==> src/rtl/sevseg_pkg.sv <==
// Shared constants, shift FSM state type and segment-code decode helper for the
// seven-segment frame decoder.
package sevseg_pkg;

  localparam int FRAME_BITS = 8;

  localparam logic [6:0] SEG_0 = 7'h3F;
  localparam logic [6:0] SEG_1 = 7'h06;
  localparam logic [6:0] SEG_2 = 7'h5B;
  localparam logic [6:0] SEG_3 = 7'h4F;
  localparam logic [6:0] SEG_4 = 7'h66;
  localparam logic [6:0] SEG_5 = 7'h6D;
  localparam logic [6:0] SEG_6 = 7'h7D;
  localparam logic [6:0] SEG_7 = 7'h07;
  localparam logic [6:0] SEG_8 = 7'h7F;
  localparam logic [6:0] SEG_9 = 7'h6F;

  typedef enum logic {IDLE, SHIFT} shift_state_t;

  // Returns {legal, digit}; any code outside the ten digit glyphs is illegal.
  function automatic logic [4:0] seg_to_bcd(input logic [6:0] seg);
    case (seg)
      SEG_0:   seg_to_bcd = {1'b1, 4'd0};
      SEG_1:   seg_to_bcd = {1'b1, 4'd1};
      SEG_2:   seg_to_bcd = {1'b1, 4'd2};
      SEG_3:   seg_to_bcd = {1'b1, 4'd3};
      SEG_4:   seg_to_bcd = {1'b1, 4'd4};
      SEG_5:   seg_to_bcd = {1'b1, 4'd5};
      SEG_6:   seg_to_bcd = {1'b1, 4'd6};
      SEG_7:   seg_to_bcd = {1'b1, 4'd7};
      SEG_8:   seg_to_bcd = {1'b1, 4'd8};
      SEG_9:   seg_to_bcd = {1'b1, 4'd9};
      default: seg_to_bcd = 5'b0;
    endcase
  endfunction

endpackage

==> src/rtl/sevseg_frame_shifter.sv <==
// Serial-to-parallel front end: collects 8-bit MSB-first frames while sen is high
// and strobes frame_done the cycle after the 8th bit.
module sevseg_frame_shifter
  import sevseg_pkg::*;
(
  input  logic                  clk,
  input  logic                  rst_n,
  input  logic                  sdi,
  input  logic                  sen,
  output logic [FRAME_BITS-1:0] frame,
  output logic                  frame_done
);

  localparam int CNT_W = $clog2(FRAME_BITS + 1);

  shift_state_t          state, state_nx;
  logic [CNT_W-1:0]      count, count_nx;
  logic [FRAME_BITS-1:0] shreg, shreg_nx;
  logic                  done_nx;

  // Returning to IDLE after the last bit lets a following sen start the next frame immediately.
  always_comb begin
    state_nx = state;
    count_nx = count;
    shreg_nx = shreg;
    done_nx  = 1'b0;
    case (state)
      IDLE: begin
        if (sen) begin
          shreg_nx = {shreg[FRAME_BITS-2:0], sdi};
          count_nx = CNT_W'(1);
          state_nx = SHIFT;
        end
      end
      SHIFT: begin
        if (sen) begin
          shreg_nx = {shreg[FRAME_BITS-2:0], sdi};
          if (count == CNT_W'(FRAME_BITS - 1)) begin
            done_nx  = 1'b1;
            count_nx = '0;
            state_nx = IDLE;
          end else begin
            count_nx = count + CNT_W'(1);
          end
        end else begin
          shreg_nx = '0;
          count_nx = '0;
          state_nx = IDLE;
        end
      end
      default: state_nx = IDLE;
    endcase
  end

  always_ff @(posedge clk) begin
    if (!rst_n) begin
      state      <= IDLE;
      count      <= '0;
      shreg      <= '0;
      frame      <= '0;
      frame_done <= 1'b0;
    end else begin
      state      <= state_nx;
      count      <= count_nx;
      shreg      <= shreg_nx;
      frame_done <= done_nx;
      if (done_nx) frame <= shreg_nx;
    end
  end

endmodule

==> src/rtl/sevenseg_frame_decoder.sv <==
// Seven-segment frame decoder: polarity inversion, frame-stability filter and
// illegal-pattern flag. Define SEVSEG_DEC_STICKY_ERR_EN to make err sticky until reset.
module sevenseg_frame_decoder
  import sevseg_pkg::*;
#(
  parameter int STABLE_FRAMES = 2,
  parameter int MATCH_W       = 4
) (
  input  logic       clk,
  input  logic       rst_n,
  input  logic       sdi,
  input  logic       sen,
  input  logic       inv,
  output logic [3:0] digit,
  output logic       dp,
  output logic       valid,
  output logic       err,
  output logic       upd
);

  localparam logic [MATCH_W-1:0] STABLE = MATCH_W'(STABLE_FRAMES);

  logic [FRAME_BITS-1:0] frame, pat, last_pat;
  logic                  frame_done;
  logic [MATCH_W-1:0]    match_cnt, match_nx;
  logic [4:0]            dec;
  logic                  err_on_legal;

  sevseg_frame_shifter u_shifter (
    .clk        (clk),
    .rst_n      (rst_n),
    .sdi        (sdi),
    .sen        (sen),
    .frame      (frame),
    .frame_done (frame_done)
  );

  always_comb begin
    pat = frame ^ {FRAME_BITS{inv}};
    dec = seg_to_bcd(pat[6:0]);
    if (pat == last_pat)
      match_nx = (match_cnt >= STABLE) ? STABLE : match_cnt + MATCH_W'(1);
    else
      match_nx = MATCH_W'(1);
`ifdef SEVSEG_DEC_STICKY_ERR_EN
    err_on_legal = err;
`else
    err_on_legal = 1'b0;
`endif
  end

  // Illegal frames still update the match history so a glitch breaks a stable run.
  always_ff @(posedge clk) begin
    if (!rst_n) begin
      digit     <= '0;
      dp        <= 1'b0;
      valid     <= 1'b0;
      err       <= 1'b0;
      upd       <= 1'b0;
      match_cnt <= '0;
      last_pat  <= '0;
    end else begin
      upd <= 1'b0;
      if (frame_done) begin
        last_pat  <= pat;
        match_cnt <= match_nx;
        if (dec[4]) begin
          err <= err_on_legal;
          if (match_nx == STABLE) begin
            digit <= dec[3:0];
            dp    <= pat[7];
            valid <= 1'b1;
            upd   <= 1'b1;
          end
        end else begin
          err <= 1'b1;
        end
      end
    end
  end

endmodule

==> config.mk <==
export PLATFORM = sky130hd
export DESIGN_NAME = sevenseg_frame_decoder
export DESIGN_NICKNAME = d
export VERILOG_FILES = /design/src/rtl/sevseg_pkg.sv /design/src/rtl/sevseg_frame_shifter.sv /design/src/rtl/sevenseg_frame_decoder.sv
export SDC_FILE = /design/constraint.sdc
export NUM_CORES = 1
export LEC_CHECK = 0
export CORE_ASPECT_RATIO = 0.75
export CORE_MARGIN = 4
export CORE_UTILIZATION = 53
export DETAILED_ROUTE_END_ITERATION = 7
export PLACE_DENSITY = 0.75
export SKIP_LAST_GASP = 1
export SLEW_MARGIN = 10
export SYNTH_ARGS = -nofsm -noshare
export SYNTH_HDL_FRONTEND = slang
export SYNTH_HIERARCHICAL = 1
export SYNTH_SLANG_ARGS = --single-unit
==> constraint.sdc <==
create_clock -name clk -period 1.8 [get_ports clk]
set_input_delay 0.36 -clock clk [delete_from_list [all_inputs] [get_ports clk]]
set_output_delay 0.36 -clock clk [all_outputs]
set_load 0.05 [all_outputs]
# After elaboration in Yosys (flattened, before gate mapping)
# Cells that the tools add are included.
word_totals:
  reg_bits: 42
  input_bits: 5
  output_inout_bits: 8
  wordCells: 52
op_classes:
  addsub: 2
  order_cmp: 1
  n_eq_ne: 14
  muxes: 19
  bitwise: 2
  n_reduce_logical: 2
ops:
  columns: ["operator", "count"]
  rows:
  - ["one-hot mux 5 bit (10 select lines)", 1]
  - ["== test 7 bit, second input constant", 7]
  - ["2-to-1 mux 4 bit", 5]
  - ["2-to-1 mux 8 bit", 2]
  - ["one-hot mux 8 bit (2 select lines)", 1]
  - ["== test 7 x 3 -> 1 bit, second input constant", 2]
  - ["adder 4 x 1 -> 4 bit, second input constant", 2]
  - ["== test 8 bit", 1]
  - ["2-to-1 mux 1 bit", 8]
  - ["one-hot mux 4 bit (2 select lines)", 1]
  - ["XOR 8 bit", 1]
  - ["== test 7 x 6 -> 1 bit, second input constant", 1]
  - ["AND reduction 3 bit", 2]
  - ["== test 4 x 2 -> 1 bit, second input constant", 1]
  - ["== test 4 x 3 -> 1 bit, second input constant", 1]
  - ["greater-or-equal comparator 4 x 2 -> 1 bit, second input constant", 1]
  - ["!= test 2 bit, second input constant", 1]
  - ["one-hot mux 1 bit (2 select lines)", 1]
  - ["inverter 1 bit", 1]

# Logic depth before layout (Yosys ltp)
logic_depth:
  ltp_word: 5
  mapped_depth: 8
  mapped_depth_nobuf: 7

# Cells and area by module
# Netlist, hierarchy kept.
by_module_without_submodules:
  columns: ["module", "n_inst", "cells_each", "area_each_um2", "seq_area_each_um2"]
  rows:
  - ["sevenseg_frame_decoder", 1, 164, 1368.8, 400.4]
  - ["sevseg_frame_shifter", 1, 88, 803.3, 420.4]

# Worst setup path before layout
# OpenSTA, ideal clock, no wires.
synth_path:
  path_kind: "register to register"
  startpoint: "register u_shifter.frame[0]"
  endpoint: "register digit[3]"
  setup_time_ps: 72
  arrival_ps: 1766
  t_required_ps: 1728
  slack_ps: -38
  stages_incl_launch_ff: 8
  n_path_buf: 1
  period_less_slack_ps: 1838
  path_cell_list: "dfxtp_1 -> buf_6 -> or4b_4 -> mux2i_4 -> a22oi_1 -> and3_4 -> nor2_8 -> mux2i_1"
synth_via:
  elab_chain_cells: 5
  word_cells_on_any_way: 16
  cone_classes: "eq/ne: 12; mux: 2; bitwise: 1; reduce/logical: 1"
synth_rtl:
  columns: ["item", "line", "rtl"]
  rows:
  - ["start: declaration", "sevseg_frame_shifter.sv:10", "output logic [FRAME_BITS-1:0] frame,"]
  - ["start signal: assignment", "sevseg_frame_shifter.sv:67", "if (done_nx) frame <= shreg_nx;"]
  - ["XOR 8 bit *", "sevenseg_frame_decoder.sv:39", "pat = frame ^ {FRAME_BITS{inv}};"]
  - ["== test 8 bit", "sevenseg_frame_decoder.sv:41", "if (pat == last_pat)"]
  - ["2-to-1 mux 4 bit", "sevenseg_frame_decoder.sv:41", null]
  - ["== test 4 x 2 -> 1 bit", "sevenseg_frame_decoder.sv:69", "if (match_nx == STABLE) begin"]
  - ["AND reduction 3 bit (no source line)", null, null]
  - ["end signal: assignment", "sevenseg_frame_decoder.sv:70", "digit <= dec[3:0];"]
  - ["end: declaration", "sevenseg_frame_decoder.sv:14", "output logic [3:0] digit,"]
# Mark *: on every way between the ends. The rest lies on a longest branch, timed or not.
# A chain may end at the register's enable or synchronous reset.

# Worst setup path after layout
layout_path:
  startpoint: "register u_shifter.frame[2]"
  endpoint: "register err"
layout_via:
  elab_chain_cells: 4
  word_cells_on_any_way: 13
  cone_classes: "eq/ne: 10; mux: 2; bitwise: 1"
layout_rtl:
  columns: ["item", "line", "rtl"]
  rows:
  - ["XOR 8 bit *", "sevenseg_frame_decoder.sv:39", null]
  - ["== test 7 bit, or another cell as far along", "sevseg_pkg.sv:22", "case (seg)"]
  - ["one-hot mux 5 bit (10 select lines) *", "sevseg_pkg.sv:22", null]
  - ["2-to-1 mux 1 bit *", "sevenseg_frame_decoder.sv:67", "if (dec[4]) begin"]
  - ["end signal: assignment", "sevenseg_frame_decoder.sv:68", "err <= err_on_legal;"]
  - ["end: declaration", "sevenseg_frame_decoder.sv:17", "output logic err,"]
# Marked as above.

==> run metrics <==
max_slew headroom 0.688; fmax about 520 MHz; worst min path class flip-flop to flip-flop; Clock transition at path regs around 80 ps; Die Y 63.4 µm; unrepaired setup endpoints after global routing yes; crit-path leading delay family simple AND/OR/NAND/NOR gates; DP Wirelength about 3400 µm; TritonCTS clock tree built; antenna violations before repair 0; part of the Yosys area used for sequential elements 0.378; Flop pwr share 0.564; Crit Path Class flip-flop to flip-flop; met2 Use GR 0.296; Filler cells 288; fin crit period around 1900 ps; failing checks negative setup slack; slowest CP cell or4b_4; largest area contributor in the netlist dfxtp_1; peak supply drop 0.478 mV; worst skew pair latency ~290 ps; Syn Std Cell Area roughly 2200 µm²; max capacitance violation total 0; crit path cell chain or4b_4, mux2i_4, a22oi_2, and3_4, buf_6, mux2i_1, nor2_1; Starting Density 0.571; Rows 19; 1st-iter DRT viols between 90 and 100; M3 GR Usage 0.0456; WP data required 1970 ps; Overall Global Routing Usage 0.208; GRT Residual Overflow 0; Cell variety after synth 54; Max Fanout on Critical Path 7; core area 3800 µm²; PortBufs 12; Bufs on Longest Clock Path 2; most used flip-flop cell after synthesis dfxtp_1; CP Launch Type flip-flop; total die area 5200 µm²; EDFF count, synth 0; syn_area_per_cell 8.62 µm²; element type at the critical path end flip-flop; Final Slew Violations 0; total clock sinks 41; # diodes 0; M1 GR Usage 0.304; Nets roughly 300; final setup TNS -636 ps; Comb pwr share 0.076; Area Overhead vs Synth 28.3%; Hold Violations, Final 0; H-tree levels 2; Sw Share 0.239; sw power 386 µW; Lkg Pwr about 0.0011 µW; num ports 13; gp weighted congestion 0.869; Clock Skews 6.17 ps; Post-Synthesis Cells between 200 and 300; final cycle utilization of the critical path 1.06; Yosys top cell area share 0.378; syn nets 260; top-count cell post-synth dfxtp_1; vias per cell 5.63; Detailed Routing Iterations Pass 1 4; internal power 1230 µW; most frequent cells after synthesis dfxtp_1, nand2_1, nor2_1; Cell Pwr Density between 500 and 600 nW/µm²; Bufs and invs on worst path 1; number of synthesized register bits 41; Via Count 1,954; Routed Antenna Nets 0; drc violations 0; Detailed Route WL 5200 µm; status complete, but fails checks; share of cells above drive strength 1 0.292; Post-synth ARST share 0; # setup viols final 8; clock root buffer clkbuf_8; Arrival @ worst endpoint between 2000 and 2500 ps; die width 81.9 µm; peak per-stage delay on the critical path about 560 ps; cts bufs inserted 5; Yosys warnings 6; first-pass GRT wire length 8480 µm; grt peak-use layer met1; Synth area leaders dfxtp_1, mux2i_1, nand2_1, nor2_1, xnor2_1; wire per inst 15.0 µm; number of global-route vias before repair ~1,700; Clk pwr share 0.360; Hold Slack 448 ps; largest net degree at the start of global routing 22; Final WS setup -113 ps; worst-margin pin slew 467 ps
-- routing by layer --
| layer | share of wire | wire, µm | vias up |
|---|---|---|---|
| met5 | 0 | 0 | - |
| met4 | 0.012 | 63 | 0 |
| met3 | 0.046 | 240 | 9 |
| met2 | 0.45 | 2320 | 47 |
| met1 | 0.49 | 2570 | 910 |
| li1 | - | - | 988 |
-- per-stage QoR --
stage | util | std cells | total power [µW] | instance area, µm² | setup WS (ps)
finish | 0.733 | 347 | 1610 | 2790 | -113
floorplan | - | 252 | 1000 | 2180 | 17.7
CTS | 0.709 | 341 | 1620 | 2700 | -30.3
global placement | 0.661 | 332 | 1050 | 2510 | -546
global route | 0.733 | 347 | 1690 | 2790 | -269
detailed placement | 0.661 | 332 | 1050 | 2510 | -649
-- what timing repair did --
item	4_1_cts	5_1_grt
hold buffers	0	0
gates resized for setup	23	12
setup endpoints to repair	8	9
pin swaps	5	8
setup buffers	2	6
-- final timing paths --
path	cells past startpoint	end	from	slack [ps]
worst max-delay path	7	err	u_shifter/frame[2]	-110
worst min-delay path	2	match_cnt[3]	match_cnt[3]	450
worst max register to register	7	err	u_shifter/frame[2]	-110
worst min register to register	2	match_cnt[3]	match_cnt[3]	450
-- cell usage in the layout (no fill, tap or decap), types with 4 or more instances in the layout --
cell and instances:
buf_4 44, dfxtp_1 34, nand2_1 33, nor2_1 24
mux2i_1 12, a21oi_1 9, xnor2_1 8, xor2_1 7
a22oi_1 7, nand2b_1 6, nand4_1 6, a211oi_1 6
nand3_1 5, o21ai_0 5, clkbuf_8 5, dfxtp_4 5
nor3_1 4, buf_6 4
-- final cells by class --
cell class                 instances  area (µm²)  share of cell area
clock buffer                       6        72.6              0.0260
clock inverter                     1        8.76             0.00314
multi-input combinational        190        1350               0.483
sequential                        41         842               0.302
tap                               52        65.1              0.0233
inverter                           3        11.3             0.00404
timing repair buffer              54         440               0.158
-- power by group through the flow --
stage	combinational, µW	clock, µW	sequential [µW]
after global routing	133	643	911
after global placement	107	0	939
after floorplan	67.1	0	938
after detailed placement	108	0	939
final	123	581	910
after CTS	115	592	913
-- kinds of logic after synthesis --
logic type / Yosys count / synth area share
adders and majority gates: 3 / 0.0173
DFF: 41 / 0.378
AOI/OAI and AO/OA: 52 / 0.162
xor gates and xnor gates: 15 / 0.0605
and+or+nand+nor: 106 / 0.263
buffers and inverters: 21 / 0.0490
muxes: 14 / 0.0703
-- registers in the layout, indices dropped and copies added (netlist names) --
signal                flops
u_shifter/frame           8
dp                        1
upd                       1
u_shifter/count           4
valid                     1
u_shifter/shreg           7
match_cnt                 4
last_pat                  8
u_shifter/state           1
digit                     4
u_shifter/frame_done      1
err                       1
-- worst reg2reg max path, cell delays in order, from the launching register on --
cell and delay [ps]:
dfxtp_4 370, or4b_4 560, mux2i_4 190, a22oi_2 130, and3_4 230, buf_6 120
mux2i_1 140, nor2_1 50
(Power assumes the default switching activity.)
